===== config.mk =====
export PLATFORM = sky130hd
export DESIGN_NAME = dsi_pkt_scheduler_flat
export DESIGN_NICKNAME = d
export VERILOG_FILES = /design/src/rtl/dsi_sched_pkg.sv /design/src/rtl/dsi_pkt_scheduler_if.sv /design/src/rtl/dsi_done_collector.sv /design/src/rtl/dsi_pkt_scheduler.sv /design/src/flat_wrapper.sv
export SDC_FILE = /design/constraint.sdc
export NUM_CORES = 1
export LEC_CHECK = 0
export ABC_AREA = 1
export BUFFER_PORTS_ARGS = -buffer_cell sky130_fd_sc_hd__buf_2
export CAP_MARGIN = 40
export CORE_UTILIZATION = 35
export CTS_BUF_LIST = sky130_fd_sc_hd__clkbuf_8
export DETAILED_ROUTE_END_ITERATION = 12
export PLACE_DENSITY = 0.61
export SETUP_SLACK_MARGIN = 0.15
export SLEW_MARGIN = 20
export SYNTH_ARGS = -nofsm -noshare
export SYNTH_HDL_FRONTEND = slang
export SYNTH_SLANG_ARGS = --single-unit

===== constraint.sdc =====
create_clock -name dsi_clk -period 3.2 [get_ports dsi_clk]
set_clock_uncertainty 0.15 [all_clocks]
set_input_delay 0.64 -clock dsi_clk [delete_from_list [all_inputs] [get_ports dsi_clk]]
set_output_delay 0.64 -clock dsi_clk [all_outputs]
set_load 0.005 [all_outputs]

===== src/rtl/dsi_sched_pkg.sv =====
// Shared types and constants for the DSI packet scheduler.
package dsi_sched_pkg;

    typedef enum logic [1:0] {
        IDLE      = 2'd0,
        START     = 2'd1,
        WAIT_DONE = 2'd2,
        EMIT      = 2'd3
    } sched_state_e;

    // Required done flags, bit order {fifo, ecc, crc}
    localparam logic [2:0] REQ_SHORT = 3'b010;
    localparam logic [2:0] REQ_LONG  = 3'b111;

    localparam int unsigned TIMEOUT_DEF = 1024;
    localparam int unsigned DT_W        = 8;
    localparam int unsigned CMD_DATA_W  = 16;

endpackage


===== src/rtl/dsi_pkt_scheduler_if.sv =====
// Requester, engine and serializer signals of the DSI packet scheduler.
interface dsi_pkt_scheduler_if #(
    parameter int unsigned WC_W = 16
);
    import dsi_sched_pkg::*;

    logic                  cmd_req;
    logic [DT_W-1:0]       cmd_dt;
    logic [CMD_DATA_W-1:0] cmd_data;
    logic                  cmd_gnt;
    logic                  vid_req;
    logic [DT_W-1:0]       vid_dt;
    logic [WC_W-1:0]       vid_wc;
    logic                  vid_gnt;
    logic                  eng_start;
    logic                  eng_long;
    logic [DT_W-1:0]       eng_dt;
    logic [WC_W-1:0]       eng_wc;
    logic                  fifo_done;
    logic                  ecc_done;
    logic                  crc_done;
    logic                  pkt_valid;
    logic                  pkt_ready;
    logic                  busy;
    logic                  err_timeout;
    logic                  err_clr;

    modport master (
        input  cmd_req, cmd_dt, cmd_data, vid_req, vid_dt, vid_wc,
               fifo_done, ecc_done, crc_done, pkt_ready, err_clr,
        output cmd_gnt, vid_gnt, eng_start, eng_long, eng_dt, eng_wc,
               pkt_valid, busy, err_timeout
    );

    modport slave (
        output cmd_req, cmd_dt, cmd_data, vid_req, vid_dt, vid_wc,
               fifo_done, ecc_done, crc_done, pkt_ready, err_clr,
        input  cmd_gnt, vid_gnt, eng_start, eng_long, eng_dt, eng_wc,
               pkt_valid, busy, err_timeout
    );

endinterface


===== src/rtl/dsi_done_collector.sv =====
// Sticky engine-done flags, required-mask compare and WAIT_DONE timeout counter.
module dsi_done_collector
    import dsi_sched_pkg::*;
#(
    parameter int unsigned TIMEOUT_CYC = TIMEOUT_DEF
) (
    input  logic clk,
    input  logic rst,
    input  logic clr_i,
    input  logic en_i,
    input  logic long_i,
    input  logic fifo_done_i,
    input  logic ecc_done_i,
    input  logic crc_done_i,
    output logic all_done_c,
    output logic timed_out_c
);

    localparam int unsigned CNT_W = (TIMEOUT_CYC > 1) ? $clog2(TIMEOUT_CYC) : 1;
    localparam logic [CNT_W-1:0] CNT_LAST = CNT_W'(TIMEOUT_CYC - 1);

    logic [2:0]       flags_q, flags_d, seen_c, mask_c;
    logic [CNT_W-1:0] cnt_q, cnt_d;

    // A pulse on the completing cycle counts, so compare against flags | inputs
    always_comb begin
        mask_c      = long_i ? REQ_LONG : REQ_SHORT;
        seen_c      = flags_q | {fifo_done_i, ecc_done_i, crc_done_i};
        all_done_c  = en_i && ((seen_c & mask_c) == mask_c);
        timed_out_c = en_i && !all_done_c && (cnt_q == CNT_LAST);
        flags_d     = flags_q;
        cnt_d       = cnt_q;
        if (clr_i) begin
            flags_d = '0;
            cnt_d   = '0;
        end else if (en_i) begin
            flags_d = seen_c;
            cnt_d   = cnt_q + CNT_W'(1);
        end
    end

    always_ff @(posedge clk or posedge rst) begin
        if (rst) begin
            flags_q <= '0;
            cnt_q   <= '0;
        end else begin
            flags_q <= flags_d;
            cnt_q   <= cnt_d;
        end
    end

endmodule


===== src/rtl/dsi_pkt_scheduler.sv =====
// DSI packet scheduler: cmd/video arbitration, engine sequencing, packet handoff.
// Optional DSI_SCHED_PERF_EN adds per-type transferred-packet counters.
module dsi_pkt_scheduler
    import dsi_sched_pkg::*;
#(
    parameter int unsigned STARVE_LIMIT = 4,
    parameter int unsigned TIMEOUT_CYC  = TIMEOUT_DEF,
    parameter int unsigned WC_W         = 16
) (
    input  logic dsi_clk,
    input  logic dsi_rst,
`ifdef DSI_SCHED_PERF_EN
    output logic [15:0] perf_short_cnt,
    output logic [15:0] perf_long_cnt,
`endif
    dsi_pkt_scheduler_if.master bus
);

    localparam int unsigned SC_W = (STARVE_LIMIT > 0) ? $clog2(STARVE_LIMIT + 1) : 1;

    sched_state_e    state_q, state_d;
    logic [SC_W-1:0] starve_q, starve_d;
    logic            cmd_gnt_q, cmd_gnt_d, vid_gnt_q, vid_gnt_d;
    logic            eng_start_q, eng_start_d, eng_long_q, eng_long_d;
    logic [DT_W-1:0] eng_dt_q, eng_dt_d;
    logic [WC_W-1:0] eng_wc_q, eng_wc_d;
    logic            pkt_valid_q, pkt_valid_d, busy_q, busy_d, err_q, err_d;
    logic            cmd_wins_c, all_done_c, timed_out_c;

    assign cmd_wins_c = bus.cmd_req &&
                        (!bus.vid_req || (starve_q >= SC_W'(STARVE_LIMIT)));

    dsi_done_collector #(
        .TIMEOUT_CYC (TIMEOUT_CYC)
    ) u_done (
        .clk         (dsi_clk),
        .rst         (dsi_rst),
        .clr_i       (state_q == START),
        .en_i        (state_q == WAIT_DONE),
        .long_i      (eng_long_q),
        .fifo_done_i (bus.fifo_done),
        .ecc_done_i  (bus.ecc_done),
        .crc_done_i  (bus.crc_done),
        .all_done_c  (all_done_c),
        .timed_out_c (timed_out_c)
    );

    // Next-state and registered-output decode
    always_comb begin
        state_d     = state_q;
        starve_d    = starve_q;
        cmd_gnt_d   = 1'b0;
        vid_gnt_d   = 1'b0;
        eng_start_d = 1'b0;
        eng_long_d  = eng_long_q;
        eng_dt_d    = eng_dt_q;
        eng_wc_d    = eng_wc_q;
        pkt_valid_d = pkt_valid_q;
        err_d       = bus.err_clr ? 1'b0 : err_q;
        unique case (state_q)
            IDLE: begin
                if (bus.cmd_req || bus.vid_req) begin
                    state_d = START;
                    if (cmd_wins_c) begin
                        cmd_gnt_d  = 1'b1;
                        eng_long_d = 1'b0;
                        eng_dt_d   = bus.cmd_dt;
                        eng_wc_d   = WC_W'(bus.cmd_data);
                        starve_d   = '0;
                    end else begin
                        vid_gnt_d  = 1'b1;
                        eng_long_d = 1'b1;
                        eng_dt_d   = bus.vid_dt;
                        eng_wc_d   = bus.vid_wc;
                        if (bus.cmd_req && (starve_q < SC_W'(STARVE_LIMIT)))
                            starve_d = starve_q + SC_W'(1);
                    end
                end
            end
            START: begin
                eng_start_d = 1'b1;
                state_d     = WAIT_DONE;
            end
            WAIT_DONE: begin
                if (all_done_c) begin
                    state_d     = EMIT;
                    pkt_valid_d = 1'b1;
                end else if (timed_out_c) begin
                    state_d = IDLE;
                    err_d   = 1'b1;
                end
            end
            EMIT: begin
                if (bus.pkt_ready) begin
                    state_d     = IDLE;
                    pkt_valid_d = 1'b0;
                end
            end
            default: state_d = IDLE;
        endcase
        busy_d = (state_d != IDLE);
    end

    always_ff @(posedge dsi_clk or posedge dsi_rst) begin
        if (dsi_rst) begin
            state_q     <= IDLE;
            starve_q    <= '0;
            cmd_gnt_q   <= 1'b0;
            vid_gnt_q   <= 1'b0;
            eng_start_q <= 1'b0;
            eng_long_q  <= 1'b0;
            eng_dt_q    <= '0;
            eng_wc_q    <= '0;
            pkt_valid_q <= 1'b0;
            busy_q      <= 1'b0;
            err_q       <= 1'b0;
        end else begin
            state_q     <= state_d;
            starve_q    <= starve_d;
            cmd_gnt_q   <= cmd_gnt_d;
            vid_gnt_q   <= vid_gnt_d;
            eng_start_q <= eng_start_d;
            eng_long_q  <= eng_long_d;
            eng_dt_q    <= eng_dt_d;
            eng_wc_q    <= eng_wc_d;
            pkt_valid_q <= pkt_valid_d;
            busy_q      <= busy_d;
            err_q       <= err_d;
        end
    end

    assign bus.cmd_gnt     = cmd_gnt_q;
    assign bus.vid_gnt     = vid_gnt_q;
    assign bus.eng_start   = eng_start_q;
    assign bus.eng_long    = eng_long_q;
    assign bus.eng_dt      = eng_dt_q;
    assign bus.eng_wc      = eng_wc_q;
    assign bus.pkt_valid   = pkt_valid_q;
    assign bus.busy        = busy_q;
    assign bus.err_timeout = err_q;

`ifdef DSI_SCHED_PERF_EN
    logic [15:0] perf_short_q, perf_long_q;

    // Count on the handshake cycle; wraps naturally
    always_ff @(posedge dsi_clk or posedge dsi_rst) begin
        if (dsi_rst) begin
            perf_short_q <= '0;
            perf_long_q  <= '0;
        end else if ((state_q == EMIT) && bus.pkt_ready) begin
            if (eng_long_q) perf_long_q  <= perf_long_q + 16'd1;
            else            perf_short_q <= perf_short_q + 16'd1;
        end
    end

    assign perf_short_cnt = perf_short_q;
    assign perf_long_cnt  = perf_long_q;
`endif

endmodule


===== src/flat_wrapper.sv =====
// flat-port wrapper written by rule: the top's interface ports become plain ports
module dsi_pkt_scheduler_flat import dsi_sched_pkg::*;
#(
    parameter int unsigned STARVE_LIMIT = 4,
    parameter int unsigned TIMEOUT_CYC  = TIMEOUT_DEF,
    parameter int unsigned WC_W         = 16
)
  (dsi_clk, dsi_rst, bus_cmd_req, bus_cmd_dt, bus_cmd_data, bus_vid_req, bus_vid_dt, bus_vid_wc, bus_fifo_done, bus_ecc_done, bus_crc_done, bus_pkt_ready, bus_err_clr, bus_cmd_gnt, bus_vid_gnt, bus_eng_start, bus_eng_long, bus_eng_dt, bus_eng_wc, bus_pkt_valid, bus_busy, bus_err_timeout);
  dsi_pkt_scheduler_if #(.WC_W(WC_W)) bus_i ();
  input  logic dsi_clk;
  input  logic dsi_rst;
  input wire logic [$bits(bus_i.cmd_req)-1:0] bus_cmd_req;
  input wire logic [$bits(bus_i.cmd_dt)-1:0] bus_cmd_dt;
  input wire logic [$bits(bus_i.cmd_data)-1:0] bus_cmd_data;
  input wire logic [$bits(bus_i.vid_req)-1:0] bus_vid_req;
  input wire logic [$bits(bus_i.vid_dt)-1:0] bus_vid_dt;
  input wire logic [$bits(bus_i.vid_wc)-1:0] bus_vid_wc;
  input wire logic [$bits(bus_i.fifo_done)-1:0] bus_fifo_done;
  input wire logic [$bits(bus_i.ecc_done)-1:0] bus_ecc_done;
  input wire logic [$bits(bus_i.crc_done)-1:0] bus_crc_done;
  input wire logic [$bits(bus_i.pkt_ready)-1:0] bus_pkt_ready;
  input wire logic [$bits(bus_i.err_clr)-1:0] bus_err_clr;
  output wire logic [$bits(bus_i.cmd_gnt)-1:0] bus_cmd_gnt;
  output wire logic [$bits(bus_i.vid_gnt)-1:0] bus_vid_gnt;
  output wire logic [$bits(bus_i.eng_start)-1:0] bus_eng_start;
  output wire logic [$bits(bus_i.eng_long)-1:0] bus_eng_long;
  output wire logic [$bits(bus_i.eng_dt)-1:0] bus_eng_dt;
  output wire logic [$bits(bus_i.eng_wc)-1:0] bus_eng_wc;
  output wire logic [$bits(bus_i.pkt_valid)-1:0] bus_pkt_valid;
  output wire logic [$bits(bus_i.busy)-1:0] bus_busy;
  output wire logic [$bits(bus_i.err_timeout)-1:0] bus_err_timeout;
  assign bus_i.cmd_req = bus_cmd_req;
  assign bus_i.cmd_dt = bus_cmd_dt;
  assign bus_i.cmd_data = bus_cmd_data;
  assign bus_i.vid_req = bus_vid_req;
  assign bus_i.vid_dt = bus_vid_dt;
  assign bus_i.vid_wc = bus_vid_wc;
  assign bus_i.fifo_done = bus_fifo_done;
  assign bus_i.ecc_done = bus_ecc_done;
  assign bus_i.crc_done = bus_crc_done;
  assign bus_i.pkt_ready = bus_pkt_ready;
  assign bus_i.err_clr = bus_err_clr;
  assign bus_cmd_gnt = bus_i.cmd_gnt;
  assign bus_vid_gnt = bus_i.vid_gnt;
  assign bus_eng_start = bus_i.eng_start;
  assign bus_eng_long = bus_i.eng_long;
  assign bus_eng_dt = bus_i.eng_dt;
  assign bus_eng_wc = bus_i.eng_wc;
  assign bus_pkt_valid = bus_i.pkt_valid;
  assign bus_busy = bus_i.busy;
  assign bus_err_timeout = bus_i.err_timeout;
  dsi_pkt_scheduler #(.STARVE_LIMIT(STARVE_LIMIT), .TIMEOUT_CYC(TIMEOUT_CYC), .WC_W(WC_W)) u_core (.dsi_clk(dsi_clk), .dsi_rst(dsi_rst), .bus(bus_i));
endmodule

==> results.tsv, run 1 <==
stage	metric	value	unit
logic_synthesis	sequential share of the synthesized area	50.5	%
clocking	post-CTS setup buffers	0	
power_and_ir_drop	cell-internal power	1450	uW
setup_path	Critical Path Sink Type	flip-flop	
setup_path	slowest CP cell	ha_1	
global_route	first-pass GRT wire length	9390	um
floorplanning	die area	7280	um^2
power_and_ir_drop	Static Leak	0.00152	uW
global_route	pin count of the biggest net entering global routing	33	
global_route	vias in the first global route	2085	
logic_synthesis	Mapped Cells	288	
clocking	clk root buf	clkbuf_8	
final_layout	commonest cells after routing, fill and taps aside	87 x buf_2, 59 x o21ai_0, 49 x dfrtp_1, 42 x nor2_1, 35 x nand2_1	
setup_path	Critical Path Start Type	flip-flop	
final_layout	multi-input logic area	1030	um^2
logic_synthesis	Syn Nets	351	
timing	Worst Max-Slew Pin Slew	0.532	ns
floorplanning	chip width	85.3	um
place	Post-DP HPWL	4020	um
timing	Fmax	500	MHz
setup_path	CP required	3.25	ns
timing	Slew HR	64.5	%
drt	antenna violation net count after detailed routing	0	
clocking	clk buf depth	2	
power_and_ir_drop	VDD IR-drop max	280	uV
place	area post-placement	2900	um^2
drt	WL/cell	11.9	um
setup_path	critical path's largest stage delay	0.48	ns
drt	vias	2216	
min_path	Hold Crit Class	in -> async	
setup_path	Max FO, Critical Path	10	
final_layout	FF/Latch Area	1230	um^2
clocking	worst skew pair latency	0.31	ns
logic_synthesis	Seq cells post-synth	49	
timing	RSZ-0062 raised after global routing	no	
logic_synthesis	Synth cell types	31	
timing	Max Slew Vio Count	0	
timing	Tmin final	2.00	ns
setup_path	Critical Path AT	2.05	ns
status	status	finished, final reports clean	
timing	sum of negative setup slack	0	ns
floorplanning	FP Rows	30	
place	# port buffers	87	
final_layout	commonest non-fill, non-tap cell in the layout	buf_2	
drt	Vias/cell	4.89	
power_and_ir_drop	Seq pwr share	41.6	%
drt	final wirelength	5400	um
timing	final cycle utilization of the critical path	62.5	%
global_route	antenna violations before repair	0	
setup_path	worst path cell trace	inv_1 -> ha_1 -> nand2_2 -> nor3_4 -> nand4_1 -> nand3b_1 -> nand2_1 -> nor2_1	
logic_synthesis	Post-Synthesis Cell Area	2430	um^2
final_layout	area grow syn2layout	23.3	%
timing	Final Setup Violations	0	
timing	Final Hold Fails	0	
global_route	Total GRT Usage	15.8	%
power_and_ir_drop	clock share of power	15.6	%
clocking	CTS tree	yes	
drt	drt initial violations	88	
final_layout	nets@finish	435	
clocking	# resized after CTS	0	
clocking	TritonCTS Buffers	5	
floorplanning	I/O Pins	88	
power_and_ir_drop	net load switching power	1000	uW
power_and_ir_drop	sw frac	40.8	%
final_layout	cell area after layout	3000	um^2
flow_run	Max-Cap Viols	0	
logic_synthesis	YS warnings	0	
final_layout	antenna cells	0	
global_route	grt ovf	0	
place	placer's final routability congestion estimate	0.755	
setup_path	flop2flop setup slack	1.20	ns
clocking	# hold bufs at CTS	0	
logic_synthesis	Syn Area/Cell	8.44	um^2
drt	DRC viols	0	
floorplanning	core box area	6760	um^2
final_layout	Layout fillers	697	
power_and_ir_drop	pwr/cell area	819	nW/um^2
floorplanning	die height	85.3	um
clocking	# clock sinks	49	
final_layout	share of layout cells above drive strength 1	30.0	%
clocking	Clock transition at path regs	0.10	ns
floorplanning	initial cell density of the core	36.0	%
setup_path	CP Class	reg -> reg	
drt	DR pass1 iterations	4	
power_and_ir_drop	Combinational Power Share	42.8	%
clocking	H-tree depth	2	
-- final cells by class --
class                   count  share of cell area (%)
clock buffers               5                    2.30
repair buffers             89                    15.0
clock inverters             3                   0.835
flip-flops and latches     49                    40.9
multi-input cells         201                    34.3
inverters                  26                    3.26
well taps                  80                    3.34
-- final timing paths --
kind                                      start                      to  cells after the start
setup / recovery              u_core.state_q[0]  u_core.u_done.cnt_q[9]                      8
hold / removal                          dsi_rst    u_core.bus.eng_dt[3]                      2
setup reg to reg              u_core.state_q[0]  u_core.u_done.cnt_q[9]                      8
hold reg to reg            u_core.bus.pkt_valid    u_core.bus.pkt_valid                      2
max in group asynchronous               dsi_rst  u_core.u_done.cnt_q[2]                      3
min in group dsi_clk                bus_err_clr  u_core.bus.err_timeout                      2
-- cells by family after synthesis --
family                     synth area share (%)
and+or+nand+nor                            18.5
adders and majority gates                  3.09
buffers and inverters                      7.21
AOI/OAI and AO/OA                          20.8
DFF                                        50.5
-- per-layer routing --
layer / wire (um) / global-route usage, % / up-vias
li1: - / - / 1125
met1: 2650 / 22.5 / 1009
met2: 2400 / 24.8 / 78
met3: 323 / 3.31 / 4
met4: 34 / 3.79 / 0
met5: 0 / 0 / -
-- power groups by stage --
| stage | clock (uW) | combinational, uW | sequential [uW] |
|---|---|---|---|
| after detailed placement | 0 | 1070 | 1020 |
| after floorplan | 0 | 727 | 1020 |
| final | 383 | 1050 | 1020 |
| after CTS | 395 | 1070 | 1020 |
| after global routing | 415 | 1210 | 1050 |
| after global placement | 0 | 1050 | 1030 |
-- sequential cells by signal, indices dropped and copies added, names as in the netlist --
signal / count
u_core.bus.eng_long: 1
u_core.bus.vid_gnt: 1
u_core.bus.cmd_gnt: 1
u_core.u_done.flags_q: 3
u_core.starve_q: 3
u_core.bus.pkt_valid: 1
u_core.bus.eng_wc: 16
u_core.u_done.cnt_q: 10
u_core.bus.err_timeout: 1
u_core.bus.eng_start: 1
u_core.state_q: 2
u_core.bus.busy: 1
u_core.bus.eng_dt: 8
-- cell usage after synthesis (all sizes together) --
cell type	count	area share (%)
o21bai	1	0.31
clkbuf	4	0.72
o21ai	80	17
buf	8	2.5
inv	26	4.0
nand4	1	0.26
a21oi	12	2.8
a32o	1	0.41
nand3b	1	0.31
ha	6	3.1
nand2	39	6.6
or2	2	0.51
nor4	1	0.26
nor2	44	7.8
dfrtp	49	50
nand3	5	1.0
nor3	6	1.7
a31oi	1	0.26
a2bb2oi	1	0.36
-- critical path, delay by kind of cell (launching register included) --
family        cells  cell delay, ns
simple gates      6            0.73
fa+ha+maj         1            0.48
flops             1            0.41
buf+inv           1            0.11
-- metrics by stage --
step                util [%]  instances  setup WS (ns)  hold slack [ns]  total power, uW
finish                  44.4        453           1.20            0.188             2450
global placement        43.0        445           1.21            0.315             2080
global route            44.4        453           1.03            0.238             2680
floorplan                  -        288           1.24            0.317             1750
CTS                     44.4        453           1.20            0.210             2480
detailed placement      43.0        445           1.20            0.333             2090
(Power assumes the default switching activity.)
==> run 2, diff against run 1 <==
clock period = 1.87 ns   (was 3.2 ns; I/O delays follow)
==> results.tsv, run 2 (synthesized netlist as in run 1, its figures left out) <==
stage	metric	value	unit	change
floorplanning	initial cell density of the core	36.0	%	unchanged
power_and_ir_drop	Seq pwr share	38.6	%	was 41.6%
floorplanning	core box area	6760	um^2	unchanged
global_route	antenna violations before repair	0		unchanged
floorplanning	die area	7280	um^2	unchanged
final_layout	max reg flops	16		unchanged
setup_path	CP dominant cell by count	nand2_1		
place	Post-DP HPWL	4000	um	was 4020 um
timing	Tmin final	1.68	ns	was 2.00 ns
setup_path	CP top delay family	simple AND/OR/NAND/NOR gates		unchanged
global_route	grt ovf	0		unchanged
timing	Max Slew Vio Count	0		unchanged
drt	DRC viols	0		unchanged
clocking	clk buf depth	2		unchanged
status	status	finished, final reports clean		unchanged
setup_path	RR Startpoint	u_core.u_done.cnt_q[0]		was u_core.state_q[0]
min_path	hold path cells	2		
floorplanning	chip width	85.3	um	unchanged
timing	Slew HR	74.1	%	was 64.5%
floorplanning	FP Rows	30		unchanged
timing	Fmax	595	MHz	was 500 MHz
clocking	# clock sinks	49		unchanged
flow_run	Max-Cap Viols	0		unchanged
setup_path	slowest CP cell	dfrtp_1		was ha_1
min_path	hold path start	bus_err_clr		
clocking	CTS tree	yes		unchanged
setup_path	Reg-to-Reg End	u_core.bus.busy		was u_core.u_done.cnt_q[9]
final_layout	commonest cells after routing, fill and taps aside	87 x buf_2, 59 x o21ai_0, 49 x dfrtp_1, 41 x nor2_1, 34 x nand2_1		was 87 x buf_2, 59 x o21ai_0, 49 x dfrtp_1, 42 x nor2_1, 35 x nand2_1
drt	vias	2259		was 2216
power_and_ir_drop	sw frac	40.0	%	was 40.8%
place	placer's final routability congestion estimate	0.752		was 0.755
drt	drt initial violations	111		was 88
setup_path	worst path bufs/invs	1		unchanged
drt	Vias/cell	4.84		was 4.89
timing	sum of negative setup slack	0	ns	unchanged
power_and_ir_drop	cell-internal power	2690	uW	was 1450 uW
timing	Final Hold Fails	0		unchanged
setup_path	Max FO, Critical Path	4		was 10
power_and_ir_drop	VDD IR-drop max	548	uV	was 280 uV
timing	RSZ-0062 raised after global routing	yes		was no
final_layout	nets@finish	449		was 435
min_path	WHS Endpoint	u_core.bus.err_timeout		
setup_path	worst path cell trace	ha_2 -> inv_2 -> nor2_2 -> nand2_1 -> nor2_1 -> nand2_1 -> nand2_1 -> nand2_2 -> a21oi_2 -> nand2_1		was inv_1 -> ha_1 -> nand2_2 -> nor3_4 -> nand4_1 -> nand3b_1 -> nand2_1 -> nor2_1
power_and_ir_drop	total power	4480	uW	was 2450 uW
setup_path	flop2flop setup slack	0.19	ns	was 1.20 ns
floorplanning	die height	85.3	um	unchanged
floorplanning	I/O Pins	88		unchanged
setup_path	cell depth of the worst flop-to-flop path	10		was 8
place	# port buffers	87		unchanged
drt	antenna violation net count after detailed routing	0		unchanged
global_route	vias in the first global route	2127		was 2085
setup_path	CP Class	reg -> reg		unchanged
final_layout	commonest non-fill, non-tap cell in the layout	buf_2		unchanged
global_route	Total GRT Usage	16.5	%	was 15.8%
clocking	worst skew pair latency	0.31	ns	about the same
clocking	clk root buf	clkbuf_8		unchanged
setup_path	Critical Path Start Type	flip-flop		unchanged
power_and_ir_drop	pwr/cell area	1420	nW/um^2	was 819 nW/um^2
clocking	TritonCTS Buffers	5		unchanged
final_layout	share of layout cells above drive strength 1	34.6	%	was 30.0%
setup_path	CP startpoint	u_core.u_done.cnt_q[0]		was u_core.state_q[0]
timing	Final Setup Violations	0		unchanged
timing	final cycle utilization of the critical path	89.9	%	was 62.5%
power_and_ir_drop	Combinational Power Share	47.1	%	was 42.8%
final_layout	antenna cells	0		unchanged
drt	final wirelength	5610	um	was 5400 um
drt	DR pass1 iterations	5		was 4
global_route	first-pass GRT wire length	9660	um	was 9390 um
setup_path	CP required	1.92	ns	was 3.25 ns
min_path	Hold Crit Class	in -> reg		was in -> async
final_layout	area grow syn2layout	30.3	%	was 23.3%
clocking	Clock transition at path regs	0.09	ns	was 0.10 ns
drt	WL/cell	12.0	um	was 11.9 um
power_and_ir_drop	Static Leak	0.00160	uW	was 0.00152 uW
clocking	H-tree depth	2		unchanged
global_route	pin count of the biggest net entering global routing	50		was 33
setup_path	critical path's largest stage delay	0.44	ns	was 0.48 ns
power_and_ir_drop	clock share of power	14.3	%	was 15.6%
power_and_ir_drop	net load switching power	1790	uW	was 1000 uW
setup_path	Critical Path AT	1.73	ns	was 2.05 ns
setup_path	Critical Path Sink Type	flip-flop		unchanged
timing	Worst Max-Slew Pin Slew	0.386	ns	was 0.532 ns
[run 2: changes by cell type in the layout (fill, tap and decap cells not counted), moves of 2 or more]
cell / before / now
ha_1: 6 / 3
inv_2: 3 / 7
buf_4: 2 / 13
inv_1: 23 / 19
ha_4: 0 / 2
buf_12: 0 / 2
[run 2: power groups by stage]
stage               registers [uW]  clock network, uW  logic, uW
floorplan                     1750                  0       1240
global route                  1780                694       2420
detailed placement            1740                  0       1970
finish                        1730                640       2110
CTS                           1720                661       2010
global placement              1760                  0       1920
[run 2: layout make-up]
class	count	area, um^2
Clock inverter	3	21.3
Tap cell	80	100
Clock buffer	5	68.8
Fill cell	637	3590
Multi-Input combinational cell	201	1070
Inverter	26	97.6
Timing Repair Buffer	103	583
Sequential cell	49	1230
[run 2: what timing repair did]
item / CTS / global route
pin swaps: 0 / 12
hold buffers: 1 / 0
endpoints found under the setup margin: 2 / 32
setup buffers: 2 / 4
gates resized for setup: 0 / 12
hold endpoints to repair: 49 / 0
[run 2: layer usage]
metal,routed length (um),part of all wire (%),GRT usage [%],vias to the layer above
met5,0,0,0,-
met4,47,0.84,4.09,0
met2,2590,46,27.8,74
li1,-,-,-,1148
met1,2650,47,21.8,1031
met3,319,5.7,3.40,6
[run 2: worst max path at each step]
stage                                   to  slack [ns]  cells after the start
finish                     u_core.bus.busy        0.19                     10
global route        u_core.u_done.cnt_q[9]        0.08                      8
CTS                 u_core.u_done.cnt_q[9]        0.15                      8
detailed placement  u_core.u_done.cnt_q[9]        0.12                      8
global placement    u_core.u_done.cnt_q[9]        0.17                      8
floorplan           u_core.u_done.cnt_q[9]        0.15                      9
[run 2: metrics by stage]
stage / utilization (%) / hold slack [ns] / cells / cell area (um^2) / setup WS [ns]
after floorplan: - / 0.317 / 288 / 2430 / 0.151
after global placement: 44.1 / 0.286 / 452 / 2980 / 0.165
after detailed placement: 44.1 / 0.289 / 452 / 2980 / 0.122
after CTS: 45.8 / 0.0824 / 463 / 3100 / 0.155
after global routing: 46.9 / 0.108 / 467 / 3170 / 0.0845
final: 46.9 / 0.0871 / 467 / 3170 / 0.189
